File: src/rtl/regfile_dump_reader_if.sv
// Beat stream carrying one register per transfer from the dump reader to its consumer.
//   out_valid : beat available (reader -> consumer)
//   out_ready : consumer accepts the beat (consumer -> reader)
//   out_reg   : register index of the beat
//   out_data  : register contents of the beat
//   out_last  : beat is the last selected register of the dump
interface regfile_dump_reader_if #(
  parameter int unsigned ADDR_W = 4,
  parameter int unsigned DATA_W = 16
);
  logic              out_valid;
  logic              out_ready;
  logic [ADDR_W-1:0] out_reg;
  logic [DATA_W-1:0] out_data;
  logic              out_last;

  modport master (
    output out_valid,
    output out_reg,
    output out_data,
    output out_last,
    input  out_ready
  );

  modport slave (
    input  out_valid,
    input  out_reg,
    input  out_data,
    input  out_last,
    output out_ready
  );
endinterface

File: src/rtl/regfile_dump_reader.sv
// Sequential reader that drains the register file through a single read port. On start it
// walks indices 0..NUM_REGS-1, skips registers cleared in the latched mask and streams each
// selected register as an {index, data} beat.
//   clk      : rising-edge clock
//   rst      : asynchronous active-low reset
//   start    : one-cycle dump request, only honoured while idle
//   reg_mask : register select mask, latched on an accepted start
//   rd_reg   : index driven to the register file read port
//   rd_data  : combinational read data returned for rd_reg
//   dumpOut  : valid/ready beat stream (master side)
//   busy     : high whenever the reader is not idle
//   done     : one-cycle pulse after the final beat or an empty mask
module regfile_dump_reader #(
  parameter int unsigned NUM_REGS = 16,
  parameter int unsigned ADDR_W   = 4,
  parameter int unsigned DATA_W   = 16
) (
  input  logic                  clk,
  input  logic                  rst,
  input  logic                  start,
  input  logic [NUM_REGS-1:0]   reg_mask,
  output logic [ADDR_W-1:0]     rd_reg,
  input  logic [DATA_W-1:0]     rd_data,
  regfile_dump_reader_if.master dumpOut,
  output logic                  busy,
  output logic                  done
);

  localparam logic [1:0] IDLE = 2'd0;
  localparam logic [1:0] SCAN = 2'd1;
  localparam logic [1:0] SEND = 2'd2;
  localparam logic [1:0] FIN  = 2'd3;

  localparam logic [ADDR_W-1:0] LAST_IDX = ADDR_W'(NUM_REGS - 1);

  logic [1:0]          stateQ, stateD;
  logic [ADDR_W-1:0]   idxQ, idxD;
  logic [NUM_REGS-1:0] maskQ, maskD;
  logic [ADDR_W-1:0]   regQ, regD;
  logic [DATA_W-1:0]   dataQ, dataD;
  logic                lastQ, lastD;

  logic                curSel;
  logic                noneAbove;
  logic [NUM_REGS-1:0] fromIdx;

  assign curSel    = maskQ[idxQ];
  // Mask bits at and above idx, shifted down; bit 0 is idx itself and is excluded.
  assign fromIdx   = maskQ >> idxQ;
  assign noneAbove = (fromIdx & ~NUM_REGS'(1)) == '0;

  always_comb begin
    stateD = stateQ;
    idxD   = idxQ;
    maskD  = maskQ;
    regD   = regQ;
    dataD  = dataQ;
    lastD  = lastQ;
    case (stateQ)
      IDLE: begin
        if (start) begin
          maskD  = reg_mask;
          idxD   = '0;
          stateD = (reg_mask == '0) ? FIN : SCAN;
        end
      end
      SCAN: begin
        if (curSel) begin
          regD   = idxQ;
          dataD  = rd_data;
          lastD  = noneAbove;
          stateD = SEND;
        end else if (idxQ == LAST_IDX) begin
          stateD = FIN;
        end else begin
          idxD = idxQ + ADDR_W'(1);
        end
      end
      SEND: begin
        if (dumpOut.out_ready) begin
          if (lastQ) begin
            stateD = FIN;
          end else begin
            idxD   = idxQ + ADDR_W'(1);
            stateD = SCAN;
          end
        end
      end
      FIN: begin
        stateD = IDLE;
      end
      default: begin
        stateD = IDLE;
      end
    endcase
  end

  always_ff @(posedge clk or negedge rst) begin
    if (!rst) begin
      stateQ <= IDLE;
      idxQ   <= '0;
      maskQ  <= '0;
      regQ   <= '0;
      dataQ  <= '0;
      lastQ  <= 1'b0;
    end else begin
      stateQ <= stateD;
      idxQ   <= idxD;
      maskQ  <= maskD;
      regQ   <= regD;
      dataQ  <= dataD;
      lastQ  <= lastD;
    end
  end

  assign rd_reg             = (stateQ == SCAN) ? idxQ : '0;
  assign busy               = (stateQ != IDLE);
  assign done               = (stateQ == FIN);
  assign dumpOut.out_valid  = (stateQ == SEND);
  assign dumpOut.out_reg    = regQ;
  assign dumpOut.out_data   = dataQ;
  assign dumpOut.out_last   = lastQ;

endmodule
File: src/flat_wrapper.sv
// flat-port wrapper written by rule: the top's interface ports become plain ports
module regfile_dump_reader_flat 
#(
  parameter int unsigned NUM_REGS = 16,
  parameter int unsigned ADDR_W   = 4,
  parameter int unsigned DATA_W   = 16
)
  (clk, rst, start, reg_mask, rd_reg, rd_data, busy, done, dumpOut_out_valid, dumpOut_out_reg, dumpOut_out_data, dumpOut_out_last, dumpOut_out_ready);
  regfile_dump_reader_if #(.ADDR_W(ADDR_W), .DATA_W(DATA_W)) dumpOut_i ();
  input  logic clk;
  input  logic rst;
  input  logic start;
  input  logic [NUM_REGS-1:0] reg_mask;
  output logic [ADDR_W-1:0] rd_reg;
  input  logic [DATA_W-1:0] rd_data;
  output logic busy;
  output logic done;
  output wire logic [$bits(dumpOut_i.out_valid)-1:0] dumpOut_out_valid;
  output wire logic [$bits(dumpOut_i.out_reg)-1:0] dumpOut_out_reg;
  output wire logic [$bits(dumpOut_i.out_data)-1:0] dumpOut_out_data;
  output wire logic [$bits(dumpOut_i.out_last)-1:0] dumpOut_out_last;
  input wire logic [$bits(dumpOut_i.out_ready)-1:0] dumpOut_out_ready;
  assign dumpOut_out_valid = dumpOut_i.out_valid;
  assign dumpOut_out_reg = dumpOut_i.out_reg;
  assign dumpOut_out_data = dumpOut_i.out_data;
  assign dumpOut_out_last = dumpOut_i.out_last;
  assign dumpOut_i.out_ready = dumpOut_out_ready;
  regfile_dump_reader #(.NUM_REGS(NUM_REGS), .ADDR_W(ADDR_W), .DATA_W(DATA_W)) u_core (.clk(clk), .rst(rst), .start(start), .reg_mask(reg_mask), .rd_reg(rd_reg), .rd_data(rd_data), .dumpOut(dumpOut_i), .busy(busy), .done(done));
endmodule
File: config.mk
export PLATFORM = sky130hd
export DESIGN_NAME = regfile_dump_reader_flat
export DESIGN_NICKNAME = d
export VERILOG_FILES = /design/src/rtl/regfile_dump_reader_if.sv /design/src/rtl/regfile_dump_reader.sv /design/src/flat_wrapper.sv
export SDC_FILE = /design/constraint.sdc
export NUM_CORES = 1
export LEC_CHECK = 0
export BUFFER_PORTS_ARGS = -buffer_cell sky130_fd_sc_hd__buf_2
export CAP_MARGIN = 10
export CORE_MARGIN = 2
export CORE_UTILIZATION = 55
export CTS_BUF_LIST = sky130_fd_sc_hd__clkbuf_8
export CTS_CLUSTER_DIAMETER = 50
export DETAILED_ROUTE_END_ITERATION = 7
export PLACE_DENSITY_LB_ADDON = 0.05
export SYNTH_ARGS = -nofsm -noshare
export SYNTH_HDL_FRONTEND = slang
export SYNTH_SLANG_ARGS = --single-unit
File: constraint.sdc
create_clock -name clk -period 2.5 [get_ports clk]
set_input_delay 0.25 -clock clk [delete_from_list [all_inputs] [get_ports clk]]
set_output_delay 0.25 -clock clk [all_outputs]
set_load 0.02 [all_outputs]
==> metrics.md <==
| Metric | Value |
|---|---|
| Required @ worst endpoint | 2.70 ns |
| Number of clock sinks | 43 |
| Initial Utilization | 57.5% |
| Setup TNS | 0 ns |
| Worst r2r path cells | 5 |
| Resize count post-CTS | 1 |
| Hold Path Class | in -> async |
| Postcts setup bufs | 0 |
| Die width | 71.7 um |
| Seq cells post-synth | 43 |
| Drt wl/cell | 16.6 um |
| Clock Pin Slew Worst Setup and Hold Paths | 0.09 ns |
| # rows | 24 |
| Status | finished clean |
| Startpoint types | flip-flop |
| Avg Inst Size Synth | 11.5 um^2 |
| RSZ-0062 raised after global routing | no |
| Worst vdd ir | 624 uV |
| Num CTS Buffers | 5 |
| CTS tree | built |
| Max-Cap Viols | 0 |
| WL final | 5670 um |
| Yosys cell types | 38 |
| DRC Markers | 0 |
| Syn Std Cell Area | 2520 um^2 |
| Final Setup Violations | 0 |
| Pin count of the biggest net entering global routing | 44 |
| Global-route wire length before repair | 9800 um |
| Io pins | 64 |
| Die area | 5140 um^2 |
| Root buffer cell | clkbuf_8 |
| Clock Path Buffers | 2 |
| Via Count | 1,955 |
| Final net count | 330 |
| Post-DRT Antenna Nets | 0 |
| Initial antenna violation count | 0 |
| Reg-to-Reg End | u_core.dumpOut.out_reg[2]$_DFFE_PN0P_ |
| R2R Setup Slk | 0.13 ns |
| Crit. End Element | flip-flop |
| Vias/cell | 5.73 |
| IO buf count | 63 |
| Worst slack, placed | 0.0147 ns |
| Slew margin rel. | 37.2% |
| Fmax | 0.421 GHz |
| P per Cell Area | 1370 nW/um^2 |
| GR Overflow Total | 0 |
| Worst skew pair latency | 0.31 ns |
| Reg2reg start | u_core.idxQ[1]$_DFFE_PN0P_ |
| Final Worst Setup Slack | 0.125 ns |
| Share of cells above drive strength 1 | 41.9% |
| CP Class | reg -> reg |
| Post-Synthesis Cells | 220 |
| Worst-Margin Slew | 0.942 ns |
| Synth warn | 0 |
| Vias in the first global route | 1,986 |
| DIE HEIGHT | 71.7 um |
| Gr usage total | 24.5% |
| Final HPWL from detailed placement | 4220 um |
| H-tree depth | 2 |
| Register area share after synthesis | 42.7% |
| Async S/R FF share, synth | 100% |
| Synth Net Count | 262 |
| Post-route clock period utilization | 95.0% |
| Leak | 1.41 nW |
| Post-synth EDFFs | 0 |
| Largest fanout on the critical path | 21 |
| Area growth from synthesis to layout | 20.0% |
| Ys flop type | dfrtp_1 |
| Iteration-0 DRC count of the detailed router | 124 |
| Routability cong. | 0.886 |
| TritonRoute pass-1 iters | 4 |
| Crit path arrival time | 2.58 ns |
| Ant. Diodes | 0 |
| Core area | 4380 um^2 |
| Skew final | 0.00979 ns |
| Min Tclk post-route | 2.37 ns |
| Final hold vios | 0 |
| # hold bufs at CTS | 0 |
| Max-slew violation count | 0 |
worst max-delay path: stages, from the launching register on:
cell	delay, ns
dfrtp_2	0.51
mux4_2	0.59
mux2_2	0.28
mux2_2	0.27
and2_4	0.28
mux2_4	0.33
worst max path at each step:
stage | start | endpoint | slack (ns) | cells past startpoint
4_1_cts | u_core.idxQ[1]$_DFFE_PN0P_ | u_core.dumpOut.out_data[8]$_DFFE_PN0P_ | 0.11 | 5
3_5_place_dp | u_core.idxQ[1]$_DFFE_PN0P_ | u_core.dumpOut.out_reg[2]$_DFFE_PN0P_ | 0.01 | 5
3_3_place_gp | u_core.idxQ[1]$_DFFE_PN0P_ | u_core.dumpOut.out_data[6]$_DFFE_PN0P_ | 0.06 | 5
2_1_floorplan | u_core.idxQ[1]$_DFFE_PN0P_ | u_core.dumpOut.out_data[0]$_DFFE_PN0P_ | 0.25 | 7
6_report | u_core.idxQ[1]$_DFFE_PN0P_ | u_core.dumpOut.out_reg[2]$_DFFE_PN0P_ | 0.13 | 5
5_1_grt | u_core.idxQ[1]$_DFFE_PN0P_ | u_core.stateQ[1]$_DFFE_PN0P_ | 0.05 | 7
cell usage in the layout, fill, tap and decap left out, types with 2 or more instances in the layout:
| master | instances |
|---|---|
| mux2i_1 | 6 |
| and2_1 | 2 |
| nor3b_1 | 3 |
| o22ai_1 | 3 |
| mux4_2 | 6 |
| o21ai_0 | 6 |
| clkbuf_8 | 5 |
| nand2b_1 | 2 |
| nor3_1 | 8 |
| buf_2 | 63 |
| nor4_1 | 4 |
| a211oi_1 | 2 |
| nand2_1 | 14 |
| clkinv_4 | 2 |
| nor2_1 | 12 |
| mux2_1 | 16 |
| nor2b_1 | 2 |
| a21oi_1 | 8 |
| ha_1 | 6 |
| mux2_2 | 11 |
| mux2_4 | 18 |
| dfrtp_1 | 42 |
| nand3_1 | 5 |
| buf_4 | 10 |
| inv_1 | 10 |
| o21ai_1 | 6 |
final cells by class:
class / instances / area (um^2)
inverter: 11 / 41.3
timing repair buffer: 74 / 410
clock buffer: 5 / 68.8
tap: 52 / 65.1
sequential: 43 / 1080
fill: 352 / 1360
multi-input combinational: 153 / 1340
clock inverter: 3 / 25.0
power by group:
part / switching, mW / total, mW / internal (mW)
Clock: 0.271 / 0.471 / 0.200
Combinational: 1.13 / 2.31 / 1.18
Sequential: 0.333 / 1.35 / 1.02
metal layers:
layer	track usage [%]	up-vias	wire, um
met5	0	-	0
met4	9.43	0	102
met3	3.66	9	355
met2	37.8	71	2700
met1	35.1	942	2520
li1	-	933	-
cell usage after synthesis (2+ instances only):
cell       n  area [um^2]
nor2_1    12         45.0
inv_1     10         37.5
mux2_2    11          124
o22ai_1    4         25.0
nand2_1   14         52.6
nor3_1     8         40.0
ha_1       6         75.1
nor3b_1    3         22.5
a21oi_1    8         40.0
mux2i_1    6         60.1
mux2_1    16          180
mux2_4    18          270
o21ai_1    6         30.0
nand2b_1   2         12.5
buf_6      3         33.8
o21ai_0    6         30.0
mux4_2     6          135
nor4_1     4         25.0
nand3_1    5         25.0
a211oi_1   2         15.0
dfrtp_1   43         1080
and2_1     2         12.5
nor2b_1    2         12.5
clkbuf_1   9         33.8
kinds of logic (layout without fill, tap and decap cells):
group,count (synthesis),in the layout,share of synthesized area (%)
fa+ha+maj,6,6,2.98
mux,57,57,30.5
buf+inv,24,93,4.52
compound gates,33,33,7.84
flops,43,43,42.7
simple gates,57,57,11.5
metrics by stage:
step / power, mW / util (%) / cells / area (um^2) / hold WS [ns]
global route: 4.45 / 69.0 / 341 / 3030 / 0.161
global placement: 3.61 / 66.7 / 333 / 2920 / 0.453
detailed placement: 3.65 / 66.7 / 333 / 2920 / 0.458
floorplan: 3.03 / - / 220 / 2520 / -0.0456
CTS: 4.13 / 68.9 / 341 / 3020 / 0.126
finish: 4.14 / 69.0 / 341 / 3030 / 0.0692
Power figures use the tool's default switching activity.
